$ cat src/rtl/sha256_pkg.sv
// SHA-256 constants, round functions and FSM state type shared by the compression core.
package sha256_pkg;

  localparam logic [31:0] H0_INIT = 32'h6a09e667;
  localparam logic [31:0] H1_INIT = 32'hbb67ae85;
  localparam logic [31:0] H2_INIT = 32'h3c6ef372;
  localparam logic [31:0] H3_INIT = 32'ha54ff53a;
  localparam logic [31:0] H4_INIT = 32'h510e527f;
  localparam logic [31:0] H5_INIT = 32'h9b05688c;
  localparam logic [31:0] H6_INIT = 32'h1f83d9ab;
  localparam logic [31:0] H7_INIT = 32'h5be0cd19;

  localparam logic [31:0] K_TABLE [64] = '{
    32'h428a2f98, 32'h71374491, 32'hb5c0fbcf, 32'he9b5dba5,
    32'h3956c25b, 32'h59f111f1, 32'h923f82a4, 32'hab1c5ed5,
    32'hd807aa98, 32'h12835b01, 32'h243185be, 32'h550c7dc3,
    32'h72be5d74, 32'h80deb1fe, 32'h9bdc06a7, 32'hc19bf174,
    32'he49b69c1, 32'hefbe4786, 32'h0fc19dc6, 32'h240ca1cc,
    32'h2de92c6f, 32'h4a7484aa, 32'h5cb0a9dc, 32'h76f988da,
    32'h983e5152, 32'ha831c66d, 32'hb00327c8, 32'hbf597fc7,
    32'hc6e00bf3, 32'hd5a79147, 32'h06ca6351, 32'h14292967,
    32'h27b70a85, 32'h2e1b2138, 32'h4d2c6dfc, 32'h53380d13,
    32'h650a7354, 32'h766a0abb, 32'h81c2c92e, 32'h92722c85,
    32'ha2bfe8a1, 32'ha81a664b, 32'hc24b8b70, 32'hc76c51a3,
    32'hd192e819, 32'hd6990624, 32'hf40e3585, 32'h106aa070,
    32'h19a4c116, 32'h1e376c08, 32'h2748774c, 32'h34b0bcb5,
    32'h391c0cb3, 32'h4ed8aa4a, 32'h5b9cca4f, 32'h682e6ff3,
    32'h748f82ee, 32'h78a5636f, 32'h84c87814, 32'h8cc70208,
    32'h90befffa, 32'ha4506ceb, 32'hbef9a3f7, 32'hc67178f2
  };

  typedef enum logic [1:0] {IDLE, RUN, DONE} state_e;

  function automatic logic [31:0] rotr(input logic [31:0] x, input int unsigned n);
    return (x >> n) | (x << (32 - n));
  endfunction

  function automatic logic [31:0] big_sigma0(input logic [31:0] x);
    return rotr(x, 2) ^ rotr(x, 13) ^ rotr(x, 22);
  endfunction

  function automatic logic [31:0] big_sigma1(input logic [31:0] x);
    return rotr(x, 6) ^ rotr(x, 11) ^ rotr(x, 25);
  endfunction

  function automatic logic [31:0] small_sigma0(input logic [31:0] x);
    return rotr(x, 7) ^ rotr(x, 18) ^ (x >> 3);
  endfunction

  function automatic logic [31:0] small_sigma1(input logic [31:0] x);
    return rotr(x, 17) ^ rotr(x, 19) ^ (x >> 10);
  endfunction

  function automatic logic [31:0] ch(input logic [31:0] x, input logic [31:0] y,
                                     input logic [31:0] z);
    return (x & y) ^ (~x & z);
  endfunction

  function automatic logic [31:0] maj(input logic [31:0] x, input logic [31:0] y,
                                      input logic [31:0] z);
    return (x & y) ^ (x & z) ^ (y & z);
  endfunction

endpackage

$ cat src/rtl/sha256_k_rom.sv
// Combinational round-constant lookup: round index -> K[t].
module sha256_k_rom
  import sha256_pkg::*;
(
  input  logic [5:0]  idx,
  output logic [31:0] k
);

  assign k = K_TABLE[idx];

endmodule

$ cat src/rtl/sha256_compress.sv
// Iterative SHA-256 compression core: one round per cycle, schedule built in a 16-word window.
module sha256_compress
  import sha256_pkg::*;
(
  input  logic         clk,
  input  logic         rst,
  input  logic         start,
  input  logic [511:0] block_in,
  output logic         busy,
  output logic         done,
  output logic [6:0]   counter_iteration,
  output logic [31:0]  a_out,
  output logic [31:0]  b_out,
  output logic [31:0]  c_out,
  output logic [31:0]  d_out,
  output logic [31:0]  e_out,
  output logic [31:0]  f_out,
  output logic [31:0]  g_out,
  output logic [31:0]  h_out
);

  state_e      state_q;
  logic        busy_q, done_q;
  logic [6:0]  cnt_q;
  logic [31:0] a_q, b_q, c_q, d_q, e_q, f_q, g_q, h_q;
  logic [31:0] w_q [16];

  logic [31:0] k_t, t1, t2, w_new;

  sha256_k_rom u_k_rom (
    .idx (cnt_q[5:0]),
    .k   (k_t)
  );

  always_comb begin
    t1    = h_q + big_sigma1(e_q) + ch(e_q, f_q, g_q) + k_t + w_q[0];
    t2    = big_sigma0(a_q) + maj(a_q, b_q, c_q);
    // Computed every round; the words produced after round 47 are simply never consumed.
    w_new = small_sigma1(w_q[14]) + w_q[9] + small_sigma0(w_q[1]) + w_q[0];
  end

  always_ff @(posedge clk) begin
    if (!rst) begin
      state_q <= IDLE;
      busy_q  <= 1'b0;
      done_q  <= 1'b0;
      cnt_q   <= '0;
      a_q     <= H0_INIT;
      b_q     <= H1_INIT;
      c_q     <= H2_INIT;
      d_q     <= H3_INIT;
      e_q     <= H4_INIT;
      f_q     <= H5_INIT;
      g_q     <= H6_INIT;
      h_q     <= H7_INIT;
      for (int i = 0; i < 16; i++) w_q[i] <= '0;
    end else begin
      done_q <= 1'b0;
      unique case (state_q)
        IDLE, DONE: begin
          if (start) begin
            state_q <= RUN;
            busy_q  <= 1'b1;
            cnt_q   <= '0;
            a_q     <= H0_INIT;
            b_q     <= H1_INIT;
            c_q     <= H2_INIT;
            d_q     <= H3_INIT;
            e_q     <= H4_INIT;
            f_q     <= H5_INIT;
            g_q     <= H6_INIT;
            h_q     <= H7_INIT;
            for (int i = 0; i < 16; i++) w_q[i] <= block_in[511 - 32 * i -: 32];
          end
        end
        RUN: begin
          h_q   <= g_q;
          g_q   <= f_q;
          f_q   <= e_q;
          e_q   <= d_q + t1;
          d_q   <= c_q;
          c_q   <= b_q;
          b_q   <= a_q;
          a_q   <= t1 + t2;
          for (int i = 0; i < 15; i++) w_q[i] <= w_q[i + 1];
          w_q[15] <= w_new;
          cnt_q <= cnt_q + 7'd1;
          if (cnt_q == 7'd63) begin
            state_q <= DONE;
            busy_q  <= 1'b0;
            done_q  <= 1'b1;
          end
        end
        default: state_q <= IDLE;
      endcase
    end
  end

  assign busy              = busy_q;
  assign done              = done_q;
  assign counter_iteration = cnt_q;
  assign a_out             = a_q;
  assign b_out             = b_q;
  assign c_out             = c_q;
  assign d_out             = d_q;
  assign e_out             = e_q;
  assign f_out             = f_q;
  assign g_out             = g_q;
  assign h_out             = h_q;

endmodule

$ cat config.mk
export PLATFORM = sky130hd
export DESIGN_NAME = sha256_compress
export DESIGN_NICKNAME = d
export VERILOG_FILES = /design/src/rtl/sha256_pkg.sv /design/src/rtl/sha256_k_rom.sv /design/src/rtl/sha256_compress.sv
export SDC_FILE = /design/constraint.sdc
export NUM_CORES = 2
export LEC_CHECK = 0
export BUFFER_PORTS_ARGS = -buffer_cell sky130_fd_sc_hd__buf_2
export CORE_MARGIN = 4
export CORE_UTILIZATION = 40
export DETAILED_ROUTE_END_ITERATION = 6
export HOLD_SLACK_MARGIN = 0.02
export SLEW_MARGIN = 5
export SYNTH_ARGS = -nofsm -noshare
export SYNTH_HDL_FRONTEND = slang
export SYNTH_SLANG_ARGS = --single-unit
$ cat constraint.sdc
create_clock -name clk -period 8.8 [get_ports clk]
set_clock_uncertainty 0.1 [all_clocks]
set_input_delay 1.76 -clock clk [delete_from_list [all_inputs] [get_ports clk]]
set_output_delay 1.76 -clock clk [all_outputs]
set_load 0.005 [all_outputs]
== After elaboration in Yosys (flattened, before gate mapping) ==
Memories as Yosys holds them, arrays and structs flattened.
Index checks and enable logic that the tools add are counted.
Storage, ports and cells
  memories: 2
  logic and storage cells: 165
  bits in read-only memories: 2048
  register bits after elaboration: 267
  bits in writable memories: 512
  output and inout port bits: 265
  input bits: 515
Memories
  (no name shown): depth 64, bits a word 32, read ports 1, clocked after memory_dff 0, write ports 0, RTL line sha256_k_rom.sv:9  | assign k = K_TABLE[idx];
  w_q: depth 16, bits a word 32, read ports 16, clocked after memory_dff 0, write ports 16, RTL line sha256_compress.sv:26  | logic [31:0] w_q [16];
Operators by class
  bitwise logic cells: 60
  $add $sub $neg: 11
  equal/unequal tests: 5
  order comparisons: 1
  reductions and logical operators: 7
  mux-type cells: 67
Operators by type and width (count)
  $mux W32: 42
  $pmux W32 S2: 8
  $add A32 B32 Y32: 10
  $xor A32 B32 Y32: 9
  $and A32 B32 Y32: 5
  $not A32 Y32: 1
  $or A1 B1 Y1: 32
  $or A10 B32 Y32: 1
  $or A13 B32 Y32: 1
  $or A14 B32 Y32: 1
  $or A15 B32 Y32: 1
  $or A19 B32 Y32: 1
  $or A21 B32 Y32: 1
  $or A25 B32 Y32: 1
  $or A26 B32 Y32: 1
  $or A30 B32 Y32: 1
  $or A7 B32 Y32: 1
  $xor A32 B22 Y32: 1
  $xor A32 B29 Y32: 1
  $pmux W7 S2: 1
  $mux W1: 11
  $add A7 B1 Y7 const B: 1
  $eq A7 B6 Y1 const B: 1
  $ge A7 B7 Y1 const B: 1
  13 further kinds: 17

== Depth between registers and ports, before layout ==
  depth in word-level cells: 9
  gate-level depth with buffers: 39
  mapped depth without buffers: 37

== Hierarchy ==
Synthesis repeated with hierarchy kept, for this count alone.
Unflattened totals
  cells, all modules: 5122
  area, all modules: 47660.7 µm²
By module, submodules not included
  sha256_compress: times used 1, seq. area each 20719.9 µm², area an instance 44650.3 µm², cells each 4616
  sha256_k_rom: times used 1, seq. area each 0.0 µm², area an instance 3010.4 µm², cells each 506

== Worst setup path before layout ==
OpenSTA, ideal clock, no wires.
  path kind: reg2reg
  start: register cnt_q[1], in the netlist counter_iteration[1]
  end: register a_q[25], in the netlist a_out[25]
  setup slack: 0.489 ns
  period minus slack after synthesis: 8.311 ns
  stages on the path, launching flop included: 36
  setup time: 0.132 ns
  data arrival time: 8.079 ns
  buffers on the path: 2
  data required time: 8.568 ns
  cells stage by stage: dfxtp_1 -> clkbuf_1 -> clkinv_1 -> ha_1 -> clkbuf_1 -> nor2_1 -> or3_1 -> o311ai_0 -> o21ai_0 -> o21ai_0 -> fa_1 -> fa_1 -> inv_1 -> fa_1 -> inv_1 -> ha_1 -> nand2_1 -> a2111oi_4 -> nand3_1 -> o21ai_2 -> a21oi_1 -> o21bai_1 -> xor2_1 -> inv_1 -> fa_1 -> inv_1 -> ha_1 -> a21o_1 -> a21o_1 -> a21oi_1 -> nor2b_1 -> a31o_2 -> or3_1 -> a21oi_1 -> xor2_1 -> a21oi_1
Between the ends
  word-level cells in the longest chain between the ends: 8
RTL lines
  from (decl): RTL line sha256_compress.sv:24  | logic [6:0] cnt_q;
  from (signal assigned): RTL line sha256_compress.sv:87  | cnt_q <= cnt_q + 7'd1;
  $not A6 Y7 (implied by the code): RTL line sha256_k_rom.sv:9
  $mem_v2 Z64 W32
  $mux W32 (implied by the code) (2 in a row): RTL line sha256_k_rom.sv:9
  $add A32 B32 Y32 (2 in a row): RTL line sha256_compress.sv:36  | t1 = h_q + big_sigma1(e_q) + ch(e_q, f_q, g_q) + k_t + w_q[0];
  $add A32 B32 Y32: RTL line sha256_compress.sv:84  | a_q <= t1 + t2;
  $pmux W32 S2: RTL line sha256_compress.sv:59  | unique case (state_q)
  to (signal assigned): RTL line sha256_compress.sv:84
  to (decl): RTL line sha256_compress.sv:25  | logic [31:0] a_q, b_q, c_q, d_q, e_q, f_q, g_q, h_q;
Every way passes these cells. The select of a mux whose other input is x is not followed.
A chain may end at the register's enable or synchronous reset.

== Worst setup path in the final report ==
  start: register cnt_q[2], in the netlist counter_iteration[2]
  end: register a_q[31], in the netlist a_out[31]
The elaborated chain is that of the path after synthesis.

==> out/metrics.yaml <==
path_clk_slew_ps: 60
final_util_pct: 48.51
r2r_slack_ps: 330
synth_fp_nets: 5785
crit_type: "register to register"
cap_violations: 0
wl_per_cell_um: 27.63
route.detailed.drc: 0
end_kind: "register"
cpMaxStageDelayCell: "mux4_2"
die_x_um: 350.4
relSlewSlack_pct: 21.68
hold_slack_ps: 379.7
grtUsageTotal_pct: 31.66
critPathMaxStageDelay_ps: 570
clkSinkCount: 779
seq_area_frac_synth_pct: 44.19
grt_pass1_wl_um: 281500
hpwl_um: 154000
drtIter0Drc: 4588
status: "completed"
period_needed_ps: 8469
areaGrowthSynthToFinish_pct: 20.37
dp_slack_ps: 296.3
synth-edff-count: 512
final_hold_viol_count: 0
cts-hold-fix-buffers: 0
n_fill_cell: 11250
grt_overflow: 0
arrival_ps: 8910
dieArea_sq_um: 122800
drive_gt1_share_pct: 21.66
slew_viol_final: 0
max_freq_mhz: 118.1
ys_types: 88
ys_ff_latch: 779
coreArea_sq_um: 116400
setup_viol: 0
worstSkewPairLatency_ps: 720
fp-row-count: 125
ys.flop_type: "edfxtp_1"
antenna_found_initial: 50
yosysWarningCount: 0
numCtsBuffers: 87
cp.required_ps: 9250
clockBufferDepth: 3
place.gp.congestion: 0.9705
postRouteAntennaNets: 0
cts_max_level: 3
synthesis.instances: 4941
first_pass_iters: 6
port_buffers: 779
start_kind: "register"
grt_max_degree: 228
cp_max_fo: 23
setup_tns_ps: 0
drt_wl_total_um: 202500
viasPerCell: 5.661
hold_path_class: "register to register"
nets: 6561
die_h_um: 350.4
top_level_ports: 780
grt_pass1_vias: 39540
tightest_slew_ps: 1175
synth.cell_area_sq_um: 46890
rsz0062_at_grt: "true"
postSynthAreaPerCell_sq_um: 9.490
cts_root_buffer: "clkbuf_16"
crit_top_cell: "fa_1"
via_count: 41490
post-route-period-util_pct: 96.24
start_util_pct: 40.30
cts_tree: "built"
setup_ws_ps: 331.2
async_reset_ff_share_pct: 0
[sequential cells by signal (all words and copies together), names as in the netlist]
signal,count
w_q,512
a_out,32
b_out,32
c_out,32
d_out,32
e_out,32
f_out,32
g_out,32
h_out,32
counter_iteration,7
state_q,2
busy,1
done,1
[path summary, 6_finish.rpt]
check,cells after the start,endpoint,start
max,31,a_out[31],counter_iteration[2]
max reg2reg,31,a_out[31],counter_iteration[2]
min,1,e_out[1],e_out[1]
min reg2reg,1,e_out[1],e_out[1]
[placed cells by master (no fill, tap or decap), drive strengths merged, types with 21 or more instances in the layout]
master,n
a21o,80
nor2b,21
a211oi,34
diode,25
nor2,154
o22a,53
nand2,1069
edfxtp,512
fa,187
a22o,183
clkinv,36
a31oi,32
o21bai,21
nor3,34
o21ai,207
xnor2,266
xor2,96
a21oi,587
ha,142
clkbuf,112
mux2,28
nand3,94
dfxtp,267
inv,255
buf,1048
[cell families after synthesis]
group | after synthesis | synth area share (%)
xor+xnor | 364 | 6.857
mux | 41 | 1.057
compound gates | 1348 | 18.34
simple gates | 1460 | 12.69
buf+inv | 618 | 5.054
flops | 779 | 44.19
fa+ha+maj | 331 | 11.81
[cell usage after synthesis, types with 13 or more instances]
cell,count,area share [%]
a21o_1,80,1.3
a31oi_1,32,0.43
xnor2_1,266,5.0
nor2_1,154,1.2
clkbuf_1,322,2.6
buf_1,28,0.22
xor2_1,96,1.8
nor3_1,34,0.36
nor2b_1,21,0.28
o21ai_0,191,2.0
o21a_1,20,0.32
mux2_2,28,0.67
fa_1,187,8.0
o22a_1,53,0.99
o31ai_1,13,0.21
nand3_1,94,1.0
edfxtp_1,512,33
dfxtp_1,267,11
a211oi_1,33,0.53
o211ai_1,18,0.29
ha_1,142,3.8
nand2b_1,18,0.24
inv_1,251,2.0
a21oi_1,586,6.3
or3_1,15,0.20
o21bai_1,21,0.34
nand2_1,1069,8.6
and3_1,15,0.20
a22o_1,183,3.4
[what timing repair did]
action                                  CTS  global route
buffers inserted                          0             0
resized for setup                         0             7
endpoints found under the setup margin    0             9
[through the flow]
stage	instances	instance area [sq um]
after floorplan	4941	46890
after global placement	7152	53540
after detailed placement	7152	53540
after CTS	7304	56350
after global routing	7310	56400
final	7329	56440
[routing by layer]
layer | vias up | part of all wire, % | global-route usage [%]
met2 | 1934 | 46 | 50.86
met5 | - | 0.082 | 0
met1 | 20400 | 41 | 41.94
met3 | 390 | 8.3 | 6.178
met4 | 28 | 4.8 | 13.30
li1 | 18750 | - | -
[critical path: cells and delay by family (launching register included)]
kind,cells,cell delay [ps]
AO/OA/AOI/OAI,11,2610
XOR/XNOR,2,280
adder cells (fa/ha/maj),7,2830
buffers and inverters,7,900
flip-flops,1,540
multiplexers,1,570
AND/OR/NAND/NOR,3,470
[area by class of cell]
class / instances / area (sq um) / area share, %
Multi-Input combinational cell: 3544 / 23900 / 42.35
Sequential cell: 779 / 20730 / 36.72
Timing Repair Buffer: 1048 / 6043 / 10.71
Clock buffer: 112 / 2321 / 4.112
Tap cell: 1524 / 1907 / 3.378
Inverter: 257 / 989.7 / 1.753
Clock inverter: 40 / 488.0 / 0.8645
Antenna cell: 25 / 62.56 / 0.1108
Power is not shown: default switching activity piles up to over one toggle a cycle in this logic, so the estimate is an artifact.
